[src/rtl/alu_issue_ctrl_if.sv]
// Issue-stage bundle: instruction handshake, ALU operand/result path,
// writeback report and external register-file preload port.
interface alu_issue_ctrl_if #(
  parameter int DATA_W = 32,
  parameter int REG_AW = 4
);
  localparam int INSTR_W = 4 + 3 * REG_AW;

  logic               instr_valid;
  logic [INSTR_W-1:0] instr;
  logic               instr_ready;

  logic [DATA_W-1:0]  alu_input1;
  logic [DATA_W-1:0]  alu_input2;
  logic [3:0]         alu_operation;
  logic [DATA_W-1:0]  alu_result;

  logic               wb_valid;
  logic [REG_AW-1:0]  wb_addr;
  logic [DATA_W-1:0]  wb_data;

  logic               ext_we;
  logic [REG_AW-1:0]  ext_addr;
  logic [DATA_W-1:0]  ext_wdata;

  logic               busy;

  // Instruction source / ALU / preload side
  modport master (
    output instr_valid, instr, alu_result, ext_we, ext_addr, ext_wdata,
    input  instr_ready, alu_input1, alu_input2, alu_operation,
           wb_valid, wb_addr, wb_data, busy
  );

  // Issue controller side
  modport slave (
    input  instr_valid, instr, alu_result, ext_we, ext_addr, ext_wdata,
    output instr_ready, alu_input1, alu_input2, alu_operation,
           wb_valid, wb_addr, wb_data, busy
  );
endinterface

[src/rtl/alu_issue_ctrl.sv]
// Issue/writeback controller for a combinational ALU with a local register file.
// Optional ILLEGAL_OP_TRAP_EN: opcodes 5..15 skip writeback and set sticky illegal_op.
//   state | meaning
//   IDLE  | ready for an instruction
//   EXEC  | operands/opcode on ALU, result captured at closing edge
//   WB    | writeback of captured result to R[rd]
module alu_issue_ctrl #(
  parameter int DATA_W = 32,
  parameter int REG_AW = 4
) (
  input  logic             clk,
  input  logic             rst,
`ifdef ILLEGAL_OP_TRAP_EN
  output logic             illegal_op,
`endif
  alu_issue_ctrl_if.slave  bus
);
  localparam int NREG = 1 << REG_AW;

  typedef enum logic [1:0] {
    IDLE = 2'd0,
    EXEC = 2'd1,
    WB   = 2'd2
  } state_t;

  state_t state, state_nxt;

  logic [3:0]        op_q;
  logic [REG_AW-1:0] rd_q, rs1_q, rs2_q;
  logic [DATA_W-1:0] result_q;
  logic [DATA_W-1:0] regs [NREG];
  logic [DATA_W-1:0] rdata1, rdata2;
  logic              accept, wb_fire, op_legal;

`ifdef ILLEGAL_OP_TRAP_EN
  assign op_legal = (op_q <= 4'd4);
`else
  assign op_legal = 1'b1;
`endif

  // R0 never holds a nonzero value, but the explicit mux keeps reads obviously zero.
  assign rdata1 = (rs1_q == '0) ? '0 : regs[rs1_q];
  assign rdata2 = (rs2_q == '0) ? '0 : regs[rs2_q];

  always_ff @(posedge clk or posedge rst) begin
    if (rst) state <= IDLE;
    else     state <= state_nxt;
  end

  always_comb begin
    state_nxt         = state;
    accept            = 1'b0;
    wb_fire           = 1'b0;
    bus.instr_ready   = 1'b0;
    bus.busy          = 1'b0;
    bus.alu_input1    = '0;
    bus.alu_input2    = '0;
    bus.alu_operation = '0;
    bus.wb_valid      = 1'b0;
    bus.wb_addr       = '0;
    bus.wb_data       = '0;
    case (state)
      IDLE: begin
        bus.instr_ready = 1'b1;
        if (bus.instr_valid) begin
          accept    = 1'b1;
          state_nxt = EXEC;
        end
      end
      EXEC: begin
        bus.busy          = 1'b1;
        bus.alu_input1    = rdata1;
        bus.alu_input2    = rdata2;
        bus.alu_operation = op_q;
        state_nxt         = WB;
      end
      WB: begin
        bus.busy     = 1'b1;
        wb_fire      = op_legal;
        bus.wb_valid = op_legal;
        bus.wb_addr  = rd_q;
        bus.wb_data  = result_q;
        state_nxt    = IDLE;
      end
      default: state_nxt = IDLE;
    endcase
  end

  always_ff @(posedge clk or posedge rst) begin
    if (rst) begin
      op_q     <= '0;
      rd_q     <= '0;
      rs1_q    <= '0;
      rs2_q    <= '0;
      result_q <= '0;
    end else begin
      if (accept) {op_q, rd_q, rs1_q, rs2_q} <= bus.instr;
      if (state == EXEC) result_q <= bus.alu_result;
    end
  end

  // Writeback is assigned last so it wins over a same-edge preload to the same register.
  always_ff @(posedge clk or posedge rst) begin
    if (rst) begin
      for (int i = 0; i < NREG; i++) regs[i] <= '0;
    end else begin
      if (bus.ext_we && bus.ext_addr != '0) regs[bus.ext_addr] <= bus.ext_wdata;
      if (wb_fire && rd_q != '0) regs[rd_q] <= result_q;
    end
  end

`ifdef ILLEGAL_OP_TRAP_EN
  always_ff @(posedge clk or posedge rst) begin
    if (rst)                         illegal_op <= 1'b0;
    else if (state == WB && !op_legal) illegal_op <= 1'b1;
  end
`endif

endmodule

[src/flat_wrapper.sv]
// flat-port wrapper written by rule: the top's interface ports become plain ports
module alu_issue_ctrl_flat 
#(
  parameter int DATA_W = 32,
  parameter int REG_AW = 4
)
  (clk, rst, bus_instr_valid, bus_instr, bus_alu_result, bus_ext_we, bus_ext_addr, bus_ext_wdata, bus_instr_ready, bus_alu_input1, bus_alu_input2, bus_alu_operation, bus_wb_valid, bus_wb_addr, bus_wb_data, bus_busy);
  alu_issue_ctrl_if #(.DATA_W(DATA_W), .REG_AW(REG_AW)) bus_i ();
  input  logic clk;
  input  logic rst;
  input wire logic [$bits(bus_i.instr_valid)-1:0] bus_instr_valid;
  input wire logic [$bits(bus_i.instr)-1:0] bus_instr;
  input wire logic [$bits(bus_i.alu_result)-1:0] bus_alu_result;
  input wire logic [$bits(bus_i.ext_we)-1:0] bus_ext_we;
  input wire logic [$bits(bus_i.ext_addr)-1:0] bus_ext_addr;
  input wire logic [$bits(bus_i.ext_wdata)-1:0] bus_ext_wdata;
  output wire logic [$bits(bus_i.instr_ready)-1:0] bus_instr_ready;
  output wire logic [$bits(bus_i.alu_input1)-1:0] bus_alu_input1;
  output wire logic [$bits(bus_i.alu_input2)-1:0] bus_alu_input2;
  output wire logic [$bits(bus_i.alu_operation)-1:0] bus_alu_operation;
  output wire logic [$bits(bus_i.wb_valid)-1:0] bus_wb_valid;
  output wire logic [$bits(bus_i.wb_addr)-1:0] bus_wb_addr;
  output wire logic [$bits(bus_i.wb_data)-1:0] bus_wb_data;
  output wire logic [$bits(bus_i.busy)-1:0] bus_busy;
  assign bus_i.instr_valid = bus_instr_valid;
  assign bus_i.instr = bus_instr;
  assign bus_i.alu_result = bus_alu_result;
  assign bus_i.ext_we = bus_ext_we;
  assign bus_i.ext_addr = bus_ext_addr;
  assign bus_i.ext_wdata = bus_ext_wdata;
  assign bus_instr_ready = bus_i.instr_ready;
  assign bus_alu_input1 = bus_i.alu_input1;
  assign bus_alu_input2 = bus_i.alu_input2;
  assign bus_alu_operation = bus_i.alu_operation;
  assign bus_wb_valid = bus_i.wb_valid;
  assign bus_wb_addr = bus_i.wb_addr;
  assign bus_wb_data = bus_i.wb_data;
  assign bus_busy = bus_i.busy;
  alu_issue_ctrl #(.DATA_W(DATA_W), .REG_AW(REG_AW)) u_core (.clk(clk), .rst(rst), .bus(bus_i));
endmodule
[config.mk]
export PLATFORM = sky130hd
export DESIGN_NAME = alu_issue_ctrl_flat
export DESIGN_NICKNAME = d
export VERILOG_FILES = /design/src/rtl/alu_issue_ctrl_if.sv /design/src/rtl/alu_issue_ctrl.sv /design/src/flat_wrapper.sv
export SDC_FILE = /design/constraint.sdc
export NUM_CORES = 2
export LEC_CHECK = 0
export ABC_AREA = 1
export CAP_MARGIN = 30
export CORE_UTILIZATION = 46
export CTS_CLUSTER_DIAMETER = 200
export DETAILED_ROUTE_END_ITERATION = 8
export PLACE_DENSITY = 0.71
export SLEW_MARGIN = 20
export SYNTH_ARGS = -nofsm -noshare
export SYNTH_HDL_FRONTEND = slang
export SYNTH_SLANG_ARGS = --single-unit
[constraint.sdc]
create_clock -name clk -period 18.75 [get_ports clk]
set_input_delay 3.75 -clock clk [delete_from_list [all_inputs] [get_ports clk]]
set_output_delay 3.75 -clock clk [all_outputs]
set_load 0.02 [all_outputs]
==> metrics <==
Worst Path Required=15.00 ns; switching power=~0.0038 W; worst slew margin relative to its limit=0.163; max-slew violation count=0; max-cap viol count=0; kind of critical path=reg2out; status=finished clean; DRC violations left=0; GRT Total Usage=0.381; crit-path cells=buf_4, inv_4, buf_4, nand3_1, nand3_1, nand2_1, nand3_1, nor2_1, clkdlybuf4s50_1; DR top layer=met5; post-route minimum period=8.53 ns; fillers=7636; largest family of logic cells by synthesized area=simple AND/OR/NAND/NOR gates; total wire length=between 150 and 200 mm; Synth Instances=5575; Int Power=0.00385 W; crit share post-route=0.455; Synth Area in XOR/XNOR=0; Final Util=0.521; switching part of the total=0.496; Die Ht=approximately 280 um; area leader, netlist=dfrtp_1; Synth top area share=0.389; Setup Skew=between 0.03 and 0.04 ns; drt pass-1 iters=7; total gr overflow=0; post-cts resize count=0; Post-CTS Setup Inserts=0; register area share after synthesis=0.389; Crit path top cell by count=nand3_1; pwr dens=189 mW/mm^2; initial antenna violation count=4; crit path max-delay cell type=buf_4; Final ANT Viol Nets=0; Clock Latency Late Sink=0.63 ns; core area=0.0776 mm^2; R2R depth=11; RSZ-0062 raised after global routing=false; logic gate share of total power=0.536; CTS Root Cell=clkbuf_16; CTS tree=built; Worst path max stage delay=0.81 ns; Synth Area in Simple Gates=0.343; H-tree levels=3; Post-CTS Hold Fix Bufs=0; Mean Syn Cell Area=~6.5 um^2; R2R Path Start=u_core.state[0]; Die ar.=~0.08 mm^2; CP Capture Type=output port; crit path DAT=4.78 ns; Worst Setup SP=u_core.rs1_q[1]; sequential share of power=0.290; largest net degree at the start of global routing=199; Pleak=approximately 19 nW; adder-cell share of the synthesized area=0.00138; DR iter-0 viols=6216; I/O pin count=195; Post-Syn Nets=5667; share of layout cells above drive strength 1=0.0455; routed len/inst=between 20 and 25 um; crit path to=bus_alu_input1[1]; Max VDD drop=roughly 0.00013 V; post-synthesis register bit count=562; synthesized cell area=0.0362 mm^2; clk slew on worst S/H paths=around 0.06 ns; TritonCTS Buffers=67; startpoint types=flip-flop; setup tns final=0 ns; crit-path max FO=56; synth top area cells=dfrtp_1 (39%), nand2_1 (19%), nand3_1 (11%); post-synthesis mux area share=0.00218; Std-Cell Rows=102; Worst-Margin Slew=1.26 ns; Via Count=40000; GPL Wtd Cong=0.910; final hold vios=0; first-pass GRT wire length=roughly 230 mm; Cell variety after synth=24; clock buffer depth=3; Hold Path Class=reg2reg; Sink Count=562; commonest non-fill, non-tap cell in the layout=nand2_1; vias in the first global route=36900; Ys Warns=0; most frequent cells in the layout=nand2_1 (1781), nand3_1 (770), dfrtp_1 (554); FMAX=0.117 GHz; met2 wire length=64.9 mm; R2R Path End=u_core.regs[364]; Post-DP HPWL=83.3 mm; initial core utilization=0.466; clock share of power=0.174; Area Overhead vs Synth=11.7%; met1 wire length=between 50 and 60 mm; DIE WIDTH=282 um; Via-to-Cell Ratio=6.16; Final setup viols=0; met3 WL=20.9 mm; nets=5488; Compound-Gate Fraction of Synth Area=0.157; PortBufs=194; Worst R2R Setup Slack=~15 ns
[metal layers]
| metal | global-route usage | vias up |
|---|---|---|
| met2 | 0.565 | 3118 |
| met5 | 0 | - |
| met4 | 0.239 | 4 |
| met3 | 0.0956 | 685 |
| li1 | - | 17700 |
| met1 | 0.496 | 18500 |
[worst min-delay path by stage]
stage,startpoint,cells past startpoint,endpoint,slack [ns]
2_1_floorplan,u_core.regs[480],1,u_core.regs[480],0.43
5_1_grt,u_core.regs[508],0,u_core.regs[508],0.38
4_1_cts,u_core.regs[483],0,u_core.regs[483],0.38
6_report,u_core.regs[486],0,u_core.regs[486],0.38
3_5_place_dp,u_core.regs[493],0,u_core.regs[493],0.37
3_3_place_gp,u_core.regs[480],0,u_core.regs[480],0.36
[Yosys cell counts, drive strengths merged]
cell	number
a21oi	140
a31oi	64
buf	156
clkbuf	366
clkinv	2
dfrtp	562
ha	4
inv	483
mux2	7
nand2	1795
nand3	776
nand4	1
nor2	291
nor3	128
o211ai	222
o21ai	577
o22ai	1
[worst max-delay path, delay by kind of cell (launching register included)]
kind	cells	cell delay [ns]
buffers and inverters	4	2.45
DFF	1	0.79
and+or+nand+nor	5	0.87
[through the flow]
step / setup slack [ns] / total power [W] / cells / area (um^2) / hold WS, ns
detailed placement: 10.95 / 0.00616 / 6364 / 38200 / 0.366
CTS: 10.31 / 0.00750 / 6483 / 40300 / 0.378
global route: 10.36 / 0.00811 / 6486 / 40400 / 0.383
finish: 10.22 / 0.00765 / 6488 / 40400 / 0.376
floorplan: 7.35 / 0.00481 / 5575 / 36200 / 0.429
global placement: 10.93 / 0.00609 / 6362 / 38100 / 0.365
[flip-flops by register name, indices dropped and copies added (netlist names)]
register,flops
u_core.rd_q,4
u_core.rs1_q,4
u_core.state,2
u_core.result_q,32
u_core.rs2_q,4
u_core.regs,512
u_core.op_q,4
[power by group through the flow]
stage	sequential, W	clock, W	combinational, W
after floorplan	0.00197	0	0.00284
after global placement	0.00219	0	0.00389
after detailed placement	0.00221	0	0.00396
after CTS	0.00219	0.00133	0.00398
after global routing	0.00226	0.00138	0.00447
final	0.00222	0.00133	0.00409
[cell type report]
class / instances / area (um^2) / area share
Antenna cell: 2 / 5.00 / 0.000124
Clock buffer: 102 / 2020 / 0.0501
Clock inverter: 17 / 141 / 0.00350
Inverter: 485 / 1840 / 0.0456
Multi-Input combinational cell: 4006 / 18300 / 0.454
Sequential cell: 562 / 14100 / 0.349
Tap cell: 1040 / 1300 / 0.0322
Timing Repair Buffer: 274 / 2670 / 0.0660
[logic make-up after synthesis]
kind of cell    after synthesis
fa+ha+maj                     4
compound gates             1004
mux                           7
buf+inv                    1007
simple gates               2991
flops                       562
(Power assumes the default switching activity.)
